### src/rtl/rr_mux_sel_sequencer.sv
// Round-robin sequencer driving the select code of the downstream 5-to-1 data mux.
// Optional watchdog abort compiled in with `define SEL_TIMEOUT_EN.
module rr_mux_sel_sequencer #(
  parameter int NUM_SRC        = 5,
  parameter int SEL_W          = 3,
  parameter int HOLD_CYCLES    = 4,
  parameter int TIMEOUT_CYCLES = 64
) (
  input  logic               clk,
  input  logic               rst_n,
  input  logic [NUM_SRC-1:0] req,
  input  logic               ack,
  output logic [SEL_W-1:0]   sel,
  output logic               sel_valid,
  output logic [NUM_SRC-1:0] grant,
  output logic               busy,
  output logic               timeout
);

  localparam int DW_W = $clog2(HOLD_CYCLES + 1);

  if (NUM_SRC < 2 || NUM_SRC > 8 || (2 ** SEL_W) < NUM_SRC ||
      HOLD_CYCLES < 1 || TIMEOUT_CYCLES < 1) begin : g_bad_param
    $error("rr_mux_sel_sequencer: illegal parameter combination");
  end

  typedef enum logic {S_IDLE, S_GRANT} state_t;

  state_t             r_state;
  logic [SEL_W-1:0]   r_sel;
  logic [SEL_W-1:0]   r_last;
  logic               r_sel_valid;
  logic [NUM_SRC-1:0] r_grant;
  logic               r_busy;
  logic [DW_W-1:0]    r_dwell;
  logic               r_ack_latch;

  logic               w_found;
  logic [SEL_W-1:0]   w_next_idx;
  logic [NUM_SRC-1:0] w_onehot;
  logic               w_done;
  logic               w_wd_expire;

  // Search upward from last+1, wrapping at NUM_SRC; the first hit wins.
  always_comb begin
    logic [SEL_W:0] v_sum;
    w_found    = 1'b0;
    w_next_idx = '0;
    v_sum      = '0;
    for (int k = 1; k <= NUM_SRC; k++) begin
      v_sum = {1'b0, r_last} + (SEL_W + 1)'(k);
      if (v_sum >= (SEL_W + 1)'(NUM_SRC)) begin
        v_sum = v_sum - (SEL_W + 1)'(NUM_SRC);
      end
      if (!w_found && req[v_sum[SEL_W-1:0]]) begin
        w_found    = 1'b1;
        w_next_idx = v_sum[SEL_W-1:0];
      end
    end
  end

  for (genvar gi = 0; gi < NUM_SRC; gi++) begin : g_onehot
    assign w_onehot[gi] = (w_next_idx == SEL_W'(gi));
  end

  // An ack seen earlier in the grant counts the same as one arriving now.
  assign w_done = (r_ack_latch | ack) & (r_dwell >= DW_W'(HOLD_CYCLES));

`ifdef SEL_TIMEOUT_EN
  localparam int WD_W = $clog2(TIMEOUT_CYCLES + 1);
  logic [WD_W-1:0] r_wd;
  logic            r_timeout;

  assign w_wd_expire = (r_wd == WD_W'(TIMEOUT_CYCLES - 1));

  always_ff @(posedge clk or negedge rst_n) begin
    if (!rst_n) begin
      r_wd      <= '0;
      r_timeout <= 1'b0;
    end else begin
      r_timeout <= (r_state == S_GRANT) && w_wd_expire && !w_done;
      if (r_state == S_IDLE) begin
        r_wd <= '0;
      end else if (!w_wd_expire) begin
        r_wd <= r_wd + 1'b1;
      end
    end
  end

  assign timeout = r_timeout;
`else
  assign w_wd_expire = 1'b0;
  assign timeout     = 1'b0;
`endif

  always_ff @(posedge clk or negedge rst_n) begin
    if (!rst_n) begin
      r_state     <= S_IDLE;
      r_sel       <= '0;
      r_last      <= SEL_W'(NUM_SRC - 1);
      r_sel_valid <= 1'b0;
      r_grant     <= '0;
      r_busy      <= 1'b0;
      r_dwell     <= '0;
      r_ack_latch <= 1'b0;
    end else begin
      case (r_state)
        S_IDLE: begin
          if (w_found) begin
            r_sel       <= w_next_idx;
            r_grant     <= w_onehot;
            r_sel_valid <= 1'b1;
            r_busy      <= 1'b1;
            r_dwell     <= DW_W'(1);
            r_ack_latch <= 1'b0;
            r_state     <= S_GRANT;
          end
        end
        S_GRANT: begin
          if (r_dwell < DW_W'(HOLD_CYCLES)) begin
            r_dwell <= r_dwell + 1'b1;
          end
          if (w_done || w_wd_expire) begin
            r_sel_valid <= 1'b0;
            r_grant     <= '0;
            r_busy      <= 1'b0;
            r_last      <= r_sel;
            r_ack_latch <= 1'b0;
            r_state     <= S_IDLE;
          end else if (ack) begin
            r_ack_latch <= 1'b1;
          end
        end
        default: r_state <= S_IDLE;
      endcase
    end
  end

  assign sel       = r_sel;
  assign sel_valid = r_sel_valid;
  assign grant     = r_grant;
  assign busy      = r_busy;

endmodule
### config.mk
export PLATFORM = sky130hd
export DESIGN_NAME = rr_mux_sel_sequencer
export DESIGN_NICKNAME = d
export VERILOG_FILES = /design/src/rtl/rr_mux_sel_sequencer.sv
export SDC_FILE = /design/constraint.sdc
export NUM_CORES = 1
export LEC_CHECK = 0
export ABC_AREA = 1
export ABC_CLOCK_PERIOD_IN_PS = 2500
export CAP_MARGIN = 0
export CORE_MARGIN = 10
export CORE_UTILIZATION = 35
export DETAILED_ROUTE_END_ITERATION = 8
export PLACE_DENSITY = 0.67
export REMOVE_ABC_BUFFERS = 1
export SYNTH_ARGS = -nofsm -noshare
export SYNTH_HDL_FRONTEND = slang
export SYNTH_SLANG_ARGS = --single-unit
### constraint.sdc
create_clock -name clk -period 2.5 [get_ports clk]
set_input_delay 0.5 -clock clk [delete_from_list [all_inputs] [get_ports clk]]
set_output_delay 0.5 -clock clk [all_outputs]
set_load 0.005 [all_outputs]
# Word-level counts from Yosys, hierarchy flattened
# Index checks and enable logic that the tools add are counted.
dict set report op_classes {
  add_sub_neg 11
  magnitude_cmp 12
  eq_ne 8
  mux 41
  bitwise 3
  reduce_logical 14
}
# cell count
set ops {}
lappend ops {{2-to-1 mux 3 bit} 12}
lappend ops {{greater-or-equal comparator 4 x 3 -> 1 bit (second input constant)} 5}
lappend ops {{< comparator 3 x 4 -> 1 bit (second input constant)} 5}
lappend ops {{2-to-1 mux 1 bit} 17}
lappend ops {{binary-select mux 1 bit (select 3 bit)} 5}
lappend ops {{subtractor 3 bit (second input constant)} 5}
lappend ops {{2-to-1 mux 5 bit} 2}
lappend ops {{one-hot mux 5 bit (2 select lines)} 1}
lappend ops {{AND reduction 2 bit} 5}
lappend ops {{adder 3 x 2 -> 4 bit (second input constant)} 2}
lappend ops {{adder 3 x 3 -> 4 bit (second input constant)} 2}
lappend ops {{== test 3 x 2 -> 1 bit (second input constant)} 2}
lappend ops {{one-hot mux 1 bit (2 select lines)} 3}
lappend ops {{one-hot mux 3 bit (2 select lines)} 1}
lappend ops {{adder 3 x 1 -> 4 bit (second input constant)} 1}
lappend ops {{logical AND 1 bit} 4}
lappend ops {{zero test 1 bit} 4}
lappend ops {{inequality test 2 x 1 -> 1 bit (second input constant)} 2}
lappend ops {{adder 3 x 1 -> 3 bit (second input constant)} 1}
lappend ops {{== test 3 x 1 -> 1 bit (second input constant)} 1}
lappend ops {{== test 3 bit (second input constant)} 1}
lappend ops {{greater-or-equal comparator 3 bit (second input constant)} 1}
lappend ops {{zero test 3 bit} 1}
lappend ops {{< comparator 3 bit (second input constant)} 1}
lappend ops {{other kinds (5)} 5}
dict set report totals {
  regBits 17
  in_bits 8
  output_inout_bits 11
  word_cells 96
}

# Longest topological paths before layout
dict set report depth {
  word_depth 21
  depth_mapped 21
  ltp_nobuf 21
}

# Worst setup path after synthesis
# OpenSTA, ideal clock, no wires.
dict set report synth_path {
  path_type {register to register}
  from {reg r_last[0]}
  to {reg r_grant[0] (netlist: grant[0])}
  setup_ns 0.117
  arrival_time_ns 2.527
  required_time_ns 2.383
  path_slack_ns -0.145
  stages_incl_launch_ff 21
  n_path_buf 0
  synth_period_minus_slack_ns 2.645
  path_cell_list {dfrtp_1 inv_2 ha_1 inv_1 fa_1 inv_1 nand2_1 nand3_1 nand2_1 nand2_1 nand3_1 nand2_1 nand2_1 nand2_1 nand2_4 nor2_8 nand2_1 nor3_2 nor2_2 nand3_1 nand2_1}
}
dict set report synth_between {
  elab_chain_cells 21
  elab_cells_between_ends 53
  cone_classes {10 x add/sub; 5 x order compare; 1 x eq/ne; 27 x mux; 10 x reduce/logical}
}
# item line_no
set synth_lines {}
lappend synth_lines {{start, declared} 31} ;# logic [SEL_W-1:0] r_last;
lappend synth_lines {{start signal, assigned} 100} ;# r_last <= SEL_W'(NUM_SRC - 1);
lappend synth_lines {{start signal, assigned} 127} ;# r_last <= r_sel;
lappend synth_lines {{adder 3 x 1 -> 4 bit} 51} ;# v_sum = {1'b0, r_last} + (SEL_W + 1)'(k);
lappend synth_lines {{greater-or-equal comparator 4 x 3 -> 1 bit or subtractor 3 bit (tied branches)} {52, 53}}
lappend synth_lines {{2-to-1 mux 3 bit} 52} ;# if (v_sum >= (SEL_W + 1)'(NUM_SRC)) begin
lappend synth_lines {{binary-select mux 1 bit (select 3 bit)} 55} ;# if (!w_found && req[v_sum[SEL_W-1:0]]) begin
lappend synth_lines {{2-to-1 mux 1 bit (not written as such)} 55}
lappend synth_lines {{2-to-1 mux 1 bit} 55}
lappend synth_lines {{zero test 1 bit} 55}
lappend synth_lines {{logical AND 1 bit} 55}
lappend synth_lines {{(+5 left out)} --}
lappend synth_lines {{logical AND 1 bit} 55}
lappend synth_lines {{2-to-1 mux 1 bit} 55}
lappend synth_lines {{zero test 1 bit} 55}
lappend synth_lines {{logical AND 1 bit} 55}
lappend synth_lines {{2-to-1 mux 3 bit} 55}
lappend synth_lines {{zero test 3 bit} 63} ;# assign w_onehot[gi] = (w_next_idx == SEL_W'(gi));
lappend synth_lines {{2-to-1 mux 5 bit} 109} ;# if (w_found) begin
lappend synth_lines {{one-hot mux 5 bit (2 select lines)} 107} ;# case (r_state)
lappend synth_lines {{end signal, assigned} 111} ;# r_grant <= w_onehot;
lappend synth_lines {{end, declared} 33} ;# logic [NUM_SRC-1:0] r_grant;
# Parallel ways exist; a longest one is shown, timed or not. The select of a mux whose other input is x is not followed.
# A chain may end at the register's enable or synchronous reset.

# Worst setup path after layout
dict set report layout_path {
  from {reg r_last[1]}
  to {reg r_grant[3] (netlist: grant[3])}
}
dict set report layout_between {
  elab_chain_cells 21
  elab_cells_between_ends 53
  cone_classes {10 x add/sub; 5 x order compare; 2 x eq/ne; 27 x mux; 9 x reduce/logical}
}
# item line_no
set layout_lines {}
lappend layout_lines {{adder 3 x 1 -> 4 bit} 51}
lappend layout_lines {{greater-or-equal comparator 4 x 3 -> 1 bit or subtractor 3 bit (tied branches)} {52, 53}}
lappend layout_lines {{2-to-1 mux 3 bit} 52}
lappend layout_lines {{binary-select mux 1 bit (select 3 bit)} 55}
lappend layout_lines {{2-to-1 mux 1 bit (not written as such)} 55}
lappend layout_lines {{2-to-1 mux 1 bit} 55}
lappend layout_lines {{zero test 1 bit} 55}
lappend layout_lines {{logical AND 1 bit} 55}
lappend layout_lines {{(+5 left out)} --}
lappend layout_lines {{logical AND 1 bit} 55}
lappend layout_lines {{2-to-1 mux 1 bit} 55}
lappend layout_lines {{zero test 1 bit} 55}
lappend layout_lines {{logical AND 1 bit} 55}
lappend layout_lines {{2-to-1 mux 3 bit} 55}
lappend layout_lines {{== test 3 x 2 -> 1 bit} 63}
lappend layout_lines {{2-to-1 mux 5 bit} 109}
lappend layout_lines {{one-hot mux 5 bit (2 select lines)} 107}
# Parallel ways exist; a longest one is shown, timed or not. The select of a mux whose other input is x is not followed.

==> summary.md <==
| Metric | Value |
|---|---|
| WP data required | `about 2.7 ns` |
| # DRC | `0` |
| Starting Density | `36.21%` |
| Min Hold Slack | `0.4873 ns` |
| DRT Pass-1 Iters | `4` |
| Critical path class | `register to register` |
| HP Class | `register to register` |
| Clock Latency Late Sink | `0.25 ns` |
| Die area | `8083 sq um` |
| Area grow syn2layout | `49.67%` |
| Sequential share of the synthesized area | `24.95%` |
| Worst setup path end | `grant[3]` |
| Vias in the first global route | `approximately 1,800` |
| Pin count of the biggest net entering global routing | `18` |
| Final setup fails | `0` |
| Buffers on Ports | `17` |
| Netlist cell types | `32` |
| CP max FO | `6` |
| Clock tree buffer depth | `2` |
| I/O pins | `19` |
| CTS Buf Count | `3` |
| Post-synthesis simple-gate area fraction | `48.35%` |
| FF-to-FF End | `grant[3]` |
| Ys Warns | `0` |
| Largest family of logic cells by synthesized area | `simple AND/OR/NAND/NOR gates` |
| Compound-Gate Fraction of Synth Area | `7.462%` |
| Status | `complete, no violations` |
| Hold Vio Cnt, Final | `0` |
| FF+latch count, synth | `17` |
| Crit path launch | `r_last[1]` |
| Routed WL per cell | `13.38 um` |
| Row Count | `25` |
| Drt initial violations | `between 150 and 200` |
| Max-slew headroom at the worst pin | `about half` |
| GPL Wtd Cong | `0.9333` |
| Nets@finish | `328` |
| CTS root buffer | `clkbuf_8` |
| Die W | `89.91 um` |
| RSZ-0062 raised after global routing | `true` |
| Syn Inst Count | `around 260` |
| Core box area | `4723 sq um` |
| Xor/xnor share of the synthesized area | `roughly 1.5%` |
| Reg2reg setup slack | `around 0.0047 ns` |
| Final WL | `between 5000 and 6000 um` |
| Actual slew at the worst max-slew pin | `0.7539 ns` |
| Die Y | `89.91 um` |
| H-tree levels | `1` |
| Final worst path period share | `99.81%` |
| TNS Setup | `0 ns` |
| Via density | `5.040` |
| Gr usage total | `between 10 and 15%` |
| Gr ovfl total | `0` |
| Worst-path clk slew | `0.07 ns` |
| Vias | `~1,900` |
| Diode count | `0` |
| Fill cells | `439` |
| Initial antenna violation count | `0` |
| First-pass GRT wire length | `roughly 8000 um` |
| Worst-case reg-to-reg path depth | `17` |
| Fraction of layout cells with a size suffix above 1 | `37.79%` |
| Cell Area, Synth | `between 1500 and 2000 sq um` |
| Synth Area per Inst | `between 6 and 7 sq um` |
| CP Capture Type | `register` |
| CP Launch Type | `register` |
| Non-Filler Instances | `374` |
| Post-synthesis mux area share | `0%` |
| TritonCTS clock tree | `yes` |
| Slew Viols, Final | `0` |
| Max frequency | `~0.4 GHz` |
| Clock skew after layout | `~0.0041 ns` |
| Post-DRT Antenna Nets | `0` |
| HPWL after detailed placement | `between 3000 and 4000 um` |
| Adder-Cell Fraction of Synth Area | `9.217%` |
| Inst Count DP | `approximately 370` |
| Reg2reg start | `r_last[1]` |
| MaxCap Viol Count | `0` |
| Clock sinks | `17` |
| CP arrival | `~2.7 ns` |
| Min Tclk post-route | `2.495 ns` |
[kinds of logic (layout without fill, tap and decap cells)]
logic type                 after synthesis  after routing
adders and majority gates               12             12
DFF                                     17             17
other                                    1              1
AOI/OAI and AO/OA                       22             22
and+or+nand+nor                        169            169
xor gates and xnor gates                 3              3
buffers and inverters                   33             83
[sequential cells by signal (all words and copies together) (netlist names)]
name         count
r_ack_latch      1
grant            5
r_state          1
r_dwell          3
busy             1
sel              3
r_last           3
[area by class of cell]
class / instances / area [sq um] / area share [%]
Clock inverter: 1 / 5.005 / 0.1955
Tap cell: 67 / 83.83 / 3.275
Sequential cell: 17 / 427.9 / 16.72
Inverter: 30 / 127.6 / 4.985
Clock buffer: 3 / 41.29 / 1.613
Timing Repair Buffer: 49 / 437.9 / 17.11
Multi-Input combinational cell: 207 / 1436 / 56.11
[synth_stat cells (all sizes together)]
library cell | instances | share of area [%]
nand2 | 101 | 25
nand3 | 41 | 13
inv | 29 | 6.5
dfrtp | 16 | 23
o21ai | 16 | 4.9
nor2 | 13 | 4.9
ha | 11 | 8.0
nand4 | 9 | 3.3
nand3b | 4 | 1.8
buf | 3 | 1.5
o211ai | 3 | 1.3
a21oi | 2 | 0.80
xnor2 | 2 | 1.0
a211oi | 1 | 0.44
clkinv | 1 | 0.22
conb | 1 | 0.22
dfstp | 1 | 1.5
fa | 1 | 1.2
nor3 | 1 | 0.59
xor2 | 1 | 0.51
[stage by stage]
| step | setup WS, ns | util, % | instance area [sq um] |
|---|---|---|---|
| floorplan | -0.2861 | - | 1684 |
| global placement | -0.09418 | 45.91 | 2168 |
| detailed placement | -0.1528 | 45.91 | 2168 |
| CTS | -0.004818 | 48.40 | 2286 |
| global route | -0.1437 | 54.20 | 2560 |
| finish | 0.004684 | 54.20 | 2560 |
[metal layers]
metal | GRT usage, % | vias to the layer above | wire, um
met5 | 0 | - | 0
met4 | 2.918 | 0 | 31
met3 | 2.244 | 6 | 233
met2 | 19.61 | 42 | 2591
met1 | 14.65 | 891 | 2146
li1 | - | 946 | -
[cells in the final DEF, fill, tap and decap left out, drive strengths merged, types with 4 or more instances in the layout]
master,synthesis,routed
ha,11,11
inv,29,28
dfrtp,16,16
nor2,13,13
buf,3,32
o21ai,16,16
nand3b,4,4
clkdlybuf4s50,0,17
nand2,101,101
nand3,41,41
nand4,9,9
[critical path: stages, from the launching register on]
cell and delay, ns:
dfrtp_2 0.46, buf_6 0.14, fa_2 0.40, clkinv_4 0.10, nand3_2 0.14, nand3_1 0.13, nand3_2 0.08, nand2_1 0.07
nand2_1 0.06, nand2_2 0.07, nand2_4 0.07, nor2_8 0.17, nand3_4 0.13, nand2_8 0.11, inv_8 0.05, nor2_8 0.13
nand2_1 0.07, o21ai_2 0.05
[repair_timing]
item	4_1_cts	5_1_grt
pin swaps	3	9
hold buffers	0	0
setup endpoints to repair	14	14
resized for setup	22	63
buffers inserted	0	3
[worst min-delay path by stage]
| stage | from | end | cells after the start | slack (ns) |
|---|---|---|---|---|
| after global routing | grant[4] | grant[4] | 2 | 0.52 |
| final | grant[4] | grant[4] | 2 | 0.49 |
| after detailed placement | grant[4] | grant[4] | 2 | 0.48 |
| after global placement | grant[4] | grant[4] | 2 | 0.47 |
| after CTS | grant[4] | grant[4] | 2 | 0.49 |
| after floorplan | rst_n | busy | 0 | 0.20 |
Power is left out: the tool's default activity adds up to more than one toggle a clock period on the data nets, which glitch-free logic cannot reach.
